### config.mk
export PLATFORM = sky130hd
export DESIGN_NAME = diffeq_host_sequencer
export DESIGN_NICKNAME = d
export VERILOG_FILES = /design/src/rtl/diffeq_host_sequencer.sv
export SDC_FILE = /design/constraint.sdc
export NUM_CORES = 1
export LEC_CHECK = 0
export ABC_AREA = 1
export CORE_MARGIN = 2
export CORE_UTILIZATION = 45
export CTS_BUF_LIST = sky130_fd_sc_hd__clkbuf_4 sky130_fd_sc_hd__clkbuf_8
export DETAILED_ROUTE_END_ITERATION = 7
export GPL_TIMING_DRIVEN = 0
export PLACE_DENSITY = 0.88
export SYNTH_ARGS = -nofsm -noshare
export SYNTH_HDL_FRONTEND = slang
export SYNTH_SLANG_ARGS = --single-unit
### constraint.sdc
create_clock -name clk -period 6.9 [get_ports clk]
set_input_delay 1.38 -clock clk [delete_from_list [all_inputs] [get_ports clk]]
set_output_delay 1.38 -clock clk [all_outputs]
set_load 0.03 [all_outputs]
### src/rtl/diffeq_host_sequencer.sv
// Host-side sequencer: runs one diffeq solve per command and returns the final x/y/u, step count and status.
// Optional step-limit timeout is compiled in with `define DIFFEQ_TIMEOUT_EN.
module diffeq_host_sequencer #(
    parameter int WIDTH     = 32,
    parameter int CNT_WIDTH = 16,
    parameter int MAX_ITER  = 1024
) (
    input  logic                 clk,
    input  logic                 reset,
    input  logic                 cmd_valid,
    output logic                 cmd_ready,
    input  logic [WIDTH-1:0]     cmd_a,
    input  logic [WIDTH-1:0]     cmd_dx,
    output logic                 slv_reset,
    output logic [WIDTH-1:0]     slv_aport,
    output logic [WIDTH-1:0]     slv_dxport,
    input  logic [WIDTH-1:0]     slv_x,
    input  logic [WIDTH-1:0]     slv_y,
    input  logic [WIDTH-1:0]     slv_u,
    output logic                 res_valid,
    input  logic                 res_ready,
    output logic [WIDTH-1:0]     res_x,
    output logic [WIDTH-1:0]     res_y,
    output logic [WIDTH-1:0]     res_u,
    output logic [CNT_WIDTH-1:0] res_iter,
    output logic [1:0]           res_status,
    output logic                 busy
);

    typedef enum logic [1:0] {
        S_IDLE  = 2'd0,
        S_CLEAR = 2'd1,
        S_RUN   = 2'd2,
        S_DONE  = 2'd3
    } state_t;

    localparam logic [1:0] ST_OK       = 2'b00;
    localparam logic [1:0] ST_BAD_DX   = 2'b01;
    localparam logic [1:0] ST_OVERFLOW = 2'b10;
    localparam logic [1:0] ST_TIMEOUT  = 2'b11;

    if (WIDTH < 1 || CNT_WIDTH < 1 || MAX_ITER < 1) begin : g_bad_param
        $error("diffeq_host_sequencer: WIDTH, CNT_WIDTH and MAX_ITER must be positive");
    end

    state_t               r_state;
    logic [WIDTH-1:0]     r_a;
    logic [WIDTH-1:0]     r_dx;
    logic [CNT_WIDTH-1:0] r_cnt;
    logic                 r_clear;
    logic [WIDTH-1:0]     r_res_x;
    logic [WIDTH-1:0]     r_res_y;
    logic [WIDTH-1:0]     r_res_u;
    logic [CNT_WIDTH-1:0] r_res_iter;
    logic [1:0]           r_res_status;

    logic w_reached;
    logic w_carry;
    logic w_timeout;
    logic w_cnt_full;

    assign w_reached  = (slv_x >= r_a);
    // x + dx carries out exactly when x exceeds the bitwise complement of dx.
    assign w_carry    = (slv_x > ~r_dx);
    assign w_cnt_full = &r_cnt;

`ifdef DIFFEQ_TIMEOUT_EN
    localparam logic [CNT_WIDTH-1:0] MAX_CNT = CNT_WIDTH'(MAX_ITER);

    if (MAX_ITER >= (64'd1 << CNT_WIDTH)) begin : g_bad_max_iter
        $error("diffeq_host_sequencer: MAX_ITER does not fit in CNT_WIDTH bits");
    end

    assign w_timeout = (r_cnt == MAX_CNT);
`else
    assign w_timeout = 1'b0;
`endif

    always_ff @(posedge clk) begin
        if (reset) begin
            r_state      <= S_IDLE;
            r_a          <= '0;
            r_dx         <= '0;
            r_cnt        <= '0;
            r_clear      <= 1'b0;
            r_res_x      <= '0;
            r_res_y      <= '0;
            r_res_u      <= '0;
            r_res_iter   <= '0;
            r_res_status <= ST_OK;
        end else begin
            case (r_state)
                S_IDLE: begin
                    if (cmd_valid) begin
                        r_a   <= cmd_a;
                        r_dx  <= cmd_dx;
                        r_cnt <= '0;
                        // A zero step with a nonzero limit would never finish.
                        if (cmd_dx == '0 && cmd_a != '0) begin
                            r_state      <= S_DONE;
                            r_res_x      <= '0;
                            r_res_y      <= '0;
                            r_res_u      <= '0;
                            r_res_iter   <= '0;
                            r_res_status <= ST_BAD_DX;
                        end else begin
                            r_state <= S_CLEAR;
                            r_clear <= 1'b1;
                        end
                    end
                end

                S_CLEAR: begin
                    r_clear <= 1'b0;
                    r_state <= S_RUN;
                end

                S_RUN: begin
                    if (w_reached || w_carry || w_timeout) begin
                        r_state    <= S_DONE;
                        r_res_x    <= slv_x;
                        r_res_y    <= slv_y;
                        r_res_u    <= slv_u;
                        r_res_iter <= r_cnt;
                        if (w_reached) begin
                            r_res_status <= ST_OK;
                        end else if (w_carry) begin
                            r_res_status <= ST_OVERFLOW;
                        end else begin
                            r_res_status <= ST_TIMEOUT;
                        end
                    end else if (!w_cnt_full) begin
                        r_cnt <= r_cnt + 1'b1;
                    end
                end

                S_DONE: begin
                    if (res_ready) begin
                        r_state <= S_IDLE;
                    end
                end

                default: begin
                    r_state <= S_IDLE;
                end
            endcase
        end
    end

    // The solver is held in reset alongside the host, and pulsed once per solve.
    assign slv_reset  = reset | r_clear;
    assign slv_aport  = r_a;
    assign slv_dxport = r_dx;

    assign cmd_ready  = (r_state == S_IDLE);
    assign res_valid  = (r_state == S_DONE);
    assign busy       = (r_state != S_IDLE);

    assign res_x      = r_res_x;
    assign res_y      = r_res_y;
    assign res_u      = r_res_u;
    assign res_iter   = r_res_iter;
    assign res_status = r_res_status;

endmodule

## After elaboration in Yosys (flattened, before gate mapping)

Index checks and enable logic that the tools add are counted.

| operators by class | value |
|---|---|
| bitwise operators | 2 |
| mux-type cells | 30 |
| reduce and logical (&&, ||, !) cells | 14 |
| eq/ne operators | 10 |
| add/sub/neg operators | 1 |
| order comparisons | 2 |

Operators by type and width:

| cell | count |
|---|---|
| 32-bit case mux with 2 select lines | 3 |
| 32-bit 2-to-1 mux | 5 |
| 16-bit 2-to-1 mux | 6 |
| 16-bit case mux with 2 select lines | 2 |
| 32-bit greater-or-equal comparator | 1 |
| 32-bit > comparator | 1 |
| 32-bit zero test | 1 |
| 32-bit inverter | 1 |
| 32-bit nonzero test | 1 |
| 16-bit by 1-bit adder with 16-bit output (second input constant) | 1 |
| 2-bit 2-to-1 mux | 8 |
| 16-bit AND reduction | 1 |
| 2-bit != test (second input constant) | 5 |
| 2-bit case mux with 4 select lines | 1 |
| 4-bit AND reduction | 2 |
| 3-bit AND reduction | 2 |
| 2-bit nonzero test | 3 |
| 2-bit equality test (second input constant) | 2 |
| 2-bit by 1-bit != test with 1-bit output (second input constant) | 2 |
| 2-bit case mux with 2 select lines | 1 |
| 1-bit 2-to-1 mux | 3 |
| 2-bit by 1-bit equality test with 1-bit output (second input constant) | 1 |
| 2-bit zero test | 1 |
| 1-bit case mux with 2 select lines | 1 |
| 4 further kinds | 4 |

| storage, ports and cells | value |
|---|---|
| input port bits | 164 |
| register bits after elaboration | 197 |
| word-level logic and storage cells | 69 |
| output and inout port bits | 182 |

## Logic depth before layout (Yosys ltp)

Gate-level depths: netlist of the first run.

| logic depth | value |
|---|---|
| depth in word-level cells | 6 |
| gate-level depth with buffers | 22 |
| mapped depth without buffers | 20 |

## Least setup slack after synthesis of the first run

OpenSTA, ideal clock, no wires.

| timing | value |
|---|---|
| path type | input port to output port |
| from | input port reset |
| to | output port slv_reset |
| required time | 5520 ps |
| data arrival time | 2479 ps |
| buffers on the path | 3 |
| slack | 3041 ps |
| stages | 5 |
| cells stage by stage | clkbuf_1 inv_2 clkbuf_1 clkbuf_1 nand2_1 |

| on the way | value |
|---|---|
| longest elaborated chain between the ends | 1 |

Ends and longest elaborated chain:

| what | line | text |
|---|---|---|
| start, declared | 9 | `input logic reset,` |
| 1-bit bitwise OR | 151 | `assign slv_reset = reset \| r_clear;` |
| end, declared | 14 | `output logic slv_reset,` |

No other way between the ends.

## Final worst setup path of the first run

Same ends and word-level chain as after synthesis.

==> reports/summary.txt, run 1 <==
Synth Warn # = 0
DR DRC count = 0
Worst EP required = 5.52 ns
sequential fraction of the synthesis area = 36.0%
status = finished clean
peak supply drop = 179 uV
Port Buf Inserts = 344
Mapped Cells = 1708
CTS tree = yes
Max Slew Vio Count = 0
list of most frequent post-synthesis cells = nand2_1, inv_1, nor2_1, dfxtp_1, nand4_1
clock buffer count from CTS = 17
Final HPWL DP = 30.3 mm
antenna cells = 0
clk_lat worst skew = 0.47 ns
fin crit period = 5.04 ns
DRT iter0 DRCs = 908
LEAKAGE = 6.55 nW
Routed Antenna Nets = 0
Critical Path Fanout Max = 10
area of the core = 24100 um^2
Vias/cell = 5.01
Hold WC Path Type = reg -> reg
fin crit share = 73.0%
CTS Sinks = 197
Post-synth ARST share = 0%
Post-CTS Setup Inserts = 0
max-cap viol count = 0
Setup TNS = 0 ns
drt pass-1 iters = 6
Root Buffer = clkbuf_8
gr usage total = 29.1%
skew final = 0.0194 ns
Unique masters post-synth = 34
drt wl/cell = 15.8 um
GRT Residual Overflow = 0
antenna violations before repair = 0
hold bufs inserted after CTS = 0
Crit path arrival time = 3.66 ns
Initial Utilization = 45.4%
num ports = 346
Cell Area, Synth = 10900 um^2
Die H = 160 um
crit path kind = in -> out
clock tree buffer depth = 2
post-placement cell count = 2376
vias in the first global route = 11545
vias post-DR = 12058
final hold violations = 0
Max-Slew Margin vs Limit = 45.2%
Least-Margin Pin Slew = 0.822 ns
CTS H-Tree Depth = 4
Peak Freq = 199 MHz
row cnt = 57
largest net degree at the start of global routing = 18
global-route wire length before repair = 58.9 mm
Area after DPL = 14800 um^2
routability cong. = 0.971
die footprint = 25600 um^2
Worst setup SP type = primary input
Die Width = 160 um
area share of the largest cell type after synthesis = 36.0%
top-count cell post-synth = nand2_1
type of element capturing the critical path = primary output
post-CTS resize count = 0
CTS clk-pin slew, worst paths = 0.10 ns
Final Cell Area = 15200 um^2
Post-synth EDFFs = 0
synthesis-stage register bit count = 197
routed wire length = 38.1 mm
Mapped Nets = 1941
RSZ-0062 raised after global routing = false
Synth Flop Type = dfxtp_1
fin cells = 2408
Syn-to-layout area delta = 38.6%
top post-synthesis cells by area = dfxtp_1, nand2_1, inv_1
final setup vio count = 0
pwr dens = 343 nW/um^2
Synth Area per Inst = 6.41 um^2
post-synth top area cell = dfxtp_1
Final nets = 2304
layout cells sized above 1 = 3.26%
==> metrics by stage <==
| step | setup slack [ns] | util [%] | hold WS [ns] | power [mW] |
|---|---|---|---|---|
| final | 1.86 | 63.0 | 0.495 | 5.20 |
| after global routing | 1.67 | 63.0 | 0.526 | 5.57 |
| after CTS | 1.76 | 63.0 | 0.498 | 5.20 |
| after detailed placement | 1.76 | 61.4 | 0.478 | 4.45 |
| after global placement | 1.77 | 61.4 | 0.471 | 4.38 |
| after floorplan | 3.04 | - | 0.429 | 3.37 |
==> power breakdown <==
part           internal (mW)  switching, mW  total [mW]
combinational           1.04           1.82        2.85
sequential              1.40          0.199        1.60
clock                  0.305          0.446       0.751
==> routing by layer <==
layer / vias to the layer above / part of all wire [%] / GRT usage [%]
met1: 5377 / 40 / 33.1
met2: 535 / 49 / 52.0
met5: - / 0 / 0
li1: 6050 / - / -
met3: 96 / 7.2 / 5.92
met4: 0 / 4.5 / 14.0
==> critical path, cell delays in order <==
cell	delay [ns]
clkbuf_1	0.21
inv_2	0.28
clkbuf_1	0.54
clkbuf_1	0.39
nand2_1	0.19
clkdlybuf4s50_1	0.63
==> layout by cell type (no fill, tap or decap), types with 2 or more instances in the layout <==
| cell type | synthesis | final |
|---|---|---|
| nand2_1 | 458 | 458 |
| clkdlybuf4s50_1 | 0 | 344 |
| inv_1 | 295 | 295 |
| nor2_1 | 235 | 235 |
| dfxtp_1 | 197 | 197 |
| nand4_1 | 125 | 125 |
| a21oi_1 | 81 | 81 |
| o21ai_0 | 76 | 76 |
| ha_1 | 69 | 69 |
| clkbuf_1 | 57 | 57 |
| nand3_1 | 32 | 32 |
| buf_1 | 19 | 19 |
| buf_2 | 18 | 18 |
| clkbuf_8 | 0 | 17 |
| nor4_1 | 10 | 10 |
| buf_6 | 7 | 7 |
| nor3_1 | 5 | 5 |
| clkinvlp_4 | 0 | 4 |
| inv_2 | 3 | 3 |
| clkbuf_4 | 0 | 3 |
| clkinv_4 | 0 | 3 |
| o21a_1 | 2 | 2 |
| nor3b_1 | 2 | 2 |
| nor2_2 | 2 | 2 |
| inv_8 | 0 | 2 |
==> state kept, by name (all words and copies together) (netlist names) <==
name        cells
res_status      2
slv_dxport     32
r_cnt          16
res_iter       16
res_y          32
r_state         2
r_clear         1
slv_aport      32
res_u          32
res_x          32
==> cells by family after synthesis <==
logic type      count (synthesis)  synth area share [%]
buf+inv                       401                  14.5
simple gates                  873                  33.7
compound gates                168                  7.93
flops                         197                  36.0
fa+ha+maj                      69                  7.89
==> path summary, 6_finish.rpt <==
kind	startpoint	end	slack [ns]	cells past startpoint
hold reg to reg	slv_dxport[0]$_SDFFE_PP0P_	slv_dxport[0]$_SDFFE_PP0P_	0.49	2
setup reg to reg	r_state[0]$_SDFFE_PP0P_	res_u[18]$_SDFFE_PP0P_	3.67	13
setup / recovery	reset	slv_reset	1.86	6
hold / removal	slv_dxport[0]$_SDFFE_PP0P_	slv_dxport[0]$_SDFFE_PP0P_	0.49	2
==> layout make-up <==
cell class	instances	area [um^2]
Buffer	102	462
Clock buffer	20	256
Clock inverter	12	123
Fill cell	2261	8930
Inverter	299	1120
Multi-Input combinational cell	1110	5420
Sequential cell	197	3940
Tap cell	324	405
Timing Repair Buffer	344	3440
Note: power is estimated with default switching activity, not from simulation.
==> run 2: changes to the inputs <==
==> constraint.sdc (replaced) <==
create_clock -name clk -period 5 [get_ports clk]
set_input_delay 1 -clock clk [delete_from_list [all_inputs] [get_ports clk]]
set_output_delay 1 -clock clk [all_outputs]
set_load 0.03 [all_outputs]
==> results of run 2 <==
Same layout as run 1 (identical final DEF). Status: finished clean.
Among the figures that moved: setup slack after placement 1.76 ns -> 0.616 ns; setup slack after layout 1.86 ns -> 0.725 ns; register-to-register setup slack 3.67 ns -> 1.77 ns; total power 5.20 mW -> 7.18 mW; worst IR drop on VDD 179 uV -> 247 uV
==> run 3: changes to the inputs <==
--- a/config.mk
+++ b/config.mk
@@ -6,12 +6,12 @@
 export NUM_CORES = 1
 export LEC_CHECK = 0
 export ABC_AREA = 1
-export CORE_MARGIN = 2
-export CORE_UTILIZATION = 45
+export CORE_MARGIN = 3
+export CORE_UTILIZATION = 43
 export CTS_BUF_LIST = sky130_fd_sc_hd__clkbuf_4 sky130_fd_sc_hd__clkbuf_8
 export DETAILED_ROUTE_END_ITERATION = 7
 export GPL_TIMING_DRIVEN = 0
-export PLACE_DENSITY = 0.88
+export PLACE_DENSITY = 0.75
 export SYNTH_ARGS = -nofsm -noshare
 export SYNTH_HDL_FRONTEND = slang
 export SYNTH_SLANG_ARGS = --single-unit
==> run 3 against run 2 <==
Net effect:
- power fell by 0.15%
- cell count did not move
- global-route usage fell by 1.7 points
- combinational power barely moved
- die area rose by 7.1%
- critical endpoint unchanged
- largest cell class unchanged
- largest power group unchanged
==> reports/summary.txt, run 3 (synthesis gave the netlist of run 1 again) <==
status = finished clean (unchanged)
pwr dens = 472 nW/um^2 (was 473 nW/um^2)
reg-to-reg slack, setup = 1.72 ns (was 1.77 ns)
Critical Path Fanout Max = 10 (unchanged)
commonest non-fill, non-tap cell in the layout = nand2_1 (unchanged)
vias in the first global route = 11313 (was 11545)
Sw Share = 47.5% (was 47.3%)
Die Width = 166 um (was 160 um)
antenna violations before repair = 1 (was 0)
R2R depth = 13 (unchanged)
Die H = 166 um (was 160 um)
Worst EP required = 4.00 ns (about the same)
Final WS setup = 0.747 ns (was 0.725 ns)
Routed Antenna Nets = 0 (unchanged)
row cnt = 57 (unchanged)
drt wl/cell = 15.8 um (about the same)
DR DRC count = 0 (unchanged)
Setup TNS = 0 ns (unchanged)
post-CTS resize count = 0 (unchanged)
max-cap viol count = 0 (unchanged)
hold bufs inserted after CTS = 0 (unchanged)
CTS Sinks = 197 (unchanged)
Final HPWL DP = 30.5 mm (was 30.3 mm)
LEAKAGE = 6.56 nW (was 6.55 nW)
Vias/cell = 4.93 (was 5.01)
clock tree buffer depth = 2 (unchanged)
fin util = 61.6% (was 63.0%)
gr usage total = 27.4% (was 29.1%)
clock buffer count from CTS = 17 (unchanged)
GRT Residual Overflow = 0 (unchanged)
# fillers = 2372 (was 2261)
Initial Utilization = 44.4% (was 45.4%)
Crit path arrival time = 3.25 ns (was 3.28 ns)
pre-CTS WS = 0.765 ns (was 0.616 ns)
area of the core = 24700 um^2 (was 24100 um^2)
CTS tree = yes (unchanged)
sequential fraction of design power = 30.7% (was 30.8%)
clk_lat worst skew = 0.48 ns (was 0.47 ns)
Clk pwr share = 14.5% (was 14.4%)
Max-Slew Margin vs Limit = 49.3% (was 45.2%)
Peak Freq = 235 MHz (was 234 MHz)
Hold Crit Start = slv_aport[1]$_SDFFE_PP0P_ (was slv_dxport[0]$_SDFFE_PP0P_)
global-route wire length before repair = 58.4 mm (was 58.9 mm)
Psw = 3.41 mW (was 3.40 mW)
Port Buf Inserts = 344 (unchanged)
Cell Int Power = 3.77 mW (was 3.79 mW)
reg2reg start = r_state[1]$_SDFFE_PP0P_ (was r_state[0]$_SDFFE_PP0P_)
Least-Margin Pin Slew = 0.761 ns (was 0.822 ns)
routability cong. = 0.931 (was 0.971)
num ports = 346 (unchanged)
Combinational Power Share = 54.8% (about the same)
Final nets = 2304 (unchanged)
most frequent cells in the layout = nand2_1, clkdlybuf4s50_1, inv_1 (unchanged)
Root Buffer = clkbuf_8 (unchanged)
layout cells sized above 1 = 3.26% (unchanged)
Post-CTS Setup Inserts = 0 (unchanged)
skew final = 0.0208 ns (was 0.0194 ns)
final setup vio count = 0 (unchanged)
Syn-to-layout area delta = 38.7% (was 38.6%)
fin crit share = 85.1% (was 85.5%)
crit path kind = in -> out (unchanged)
routed wire length = 38.2 mm (was 38.1 mm)
drt pass-1 iters = 5 (was 6)
final hold violations = 0 (unchanged)
hold endpoint = slv_aport[1]$_SDFFE_PP0P_ (was slv_dxport[0]$_SDFFE_PP0P_)
Worst setup SP type = primary input (unchanged)
fin crit period = 4.25 ns (was 4.28 ns)
Hold WC Path Type = reg -> reg (unchanged)
die footprint = 27400 um^2 (was 25600 um^2)
antenna cells = 0 (unchanged)
CTS H-Tree Depth = 4 (unchanged)
Crit Reg-Reg Endpoint = res_u[9]$_SDFFE_PP0P_ (was res_u[18]$_SDFFE_PP0P_)
CTS clk-pin slew, worst paths = 0.09 ns (was 0.10 ns)
type of element capturing the critical path = primary output (unchanged)
vias post-DR = 11867 (was 12058)
peak supply drop = 237 uV (was 247 uV)
RSZ-0062 raised after global routing = false (unchanged)
Max Slew Vio Count = 0 (unchanged)
Worst Hold Depth = 2 (unchanged)
largest net degree at the start of global routing = 19 (was 18)
DRT iter0 DRCs = 700 (was 908)
run 3: cell types whose count changed in the layout (fill, tap and decap cells not counted):
cell / change
inv_8: -1
clkinv_4: +2
clkbuf_8: +3
clkinv_8: +2
inv_6: +1
bufinv_16: -1
clkinvlp_4: -3
clkbuf_4: -3
run 3: final cells by class:
type / count / area, um^2 / area share [%]
clock inverter: 12 / 118 / 0.774
buffer: 102 / 462 / 3.04
multi-input combinational: 1110 / 5420 / 35.7
clock buffer: 20 / 275 / 1.81
tap: 324 / 405 / 2.67
sequential: 197 / 3940 / 26.0
timing repair buffer: 344 / 3440 / 22.7
inverter: 299 / 1120 / 7.39
run 3: how the worst max path moves through the flow:
| stage | from | end | slack, ns | cells past startpoint |
|---|---|---|---|---|
| 2_1_floorplan | reset | slv_reset | 1.90 | 5 |
| 3_3_place_gp | reset | slv_reset | 0.76 | 6 |
| 3_5_place_dp | reset | slv_reset | 0.76 | 6 |
| 4_1_cts | reset | slv_reset | 0.77 | 6 |
| 5_1_grt | reset | slv_reset | 0.61 | 6 |
| 6_report | reset | slv_reset | 0.75 | 6 |
run 3: power groups by stage:
stage	combinational [mW]	sequential, mW	clock, mW
floorplan	1.85	2.81	0
global route	4.36	2.24	1.13
global placement	3.85	2.22	0
finish	3.93	2.20	1.04
detailed placement	3.91	2.23	0
CTS	3.93	2.20	1.06
run 3: per-stage QoR:
| step | power, mW | std cells | hold WS [ns] | area [um^2] |
|---|---|---|---|---|
| final | 7.17 | 2408 | 0.493 | 15200 |
| after CTS | 7.19 | 2408 | 0.491 | 15200 |
| after global routing | 7.73 | 2408 | 0.520 | 15200 |
| after global placement | 6.07 | 2376 | 0.467 | 14800 |
| after detailed placement | 6.14 | 2376 | 0.473 | 14800 |
| after floorplan | 4.66 | 1708 | 0.429 | 10900 |
run 3: worst max-delay path: stages:
cell             delay, ns
clkbuf_1              0.21
inv_2                 0.27
clkbuf_1              0.61
clkbuf_1              0.41
nand2_1               0.11
clkdlybuf4s50_1       0.62
run 3: layer usage:
layer | GRT usage [%] | routed length (um) | vias to the layer above
li1 | - | - | 6065
met1 | 32.8 | 16000 | 5308
met2 | 47.4 | 17700 | 418
met3 | 6.56 | 3080 | 74
met4 | 10.5 | 1350 | 2
met5 | 0 | 16 | -
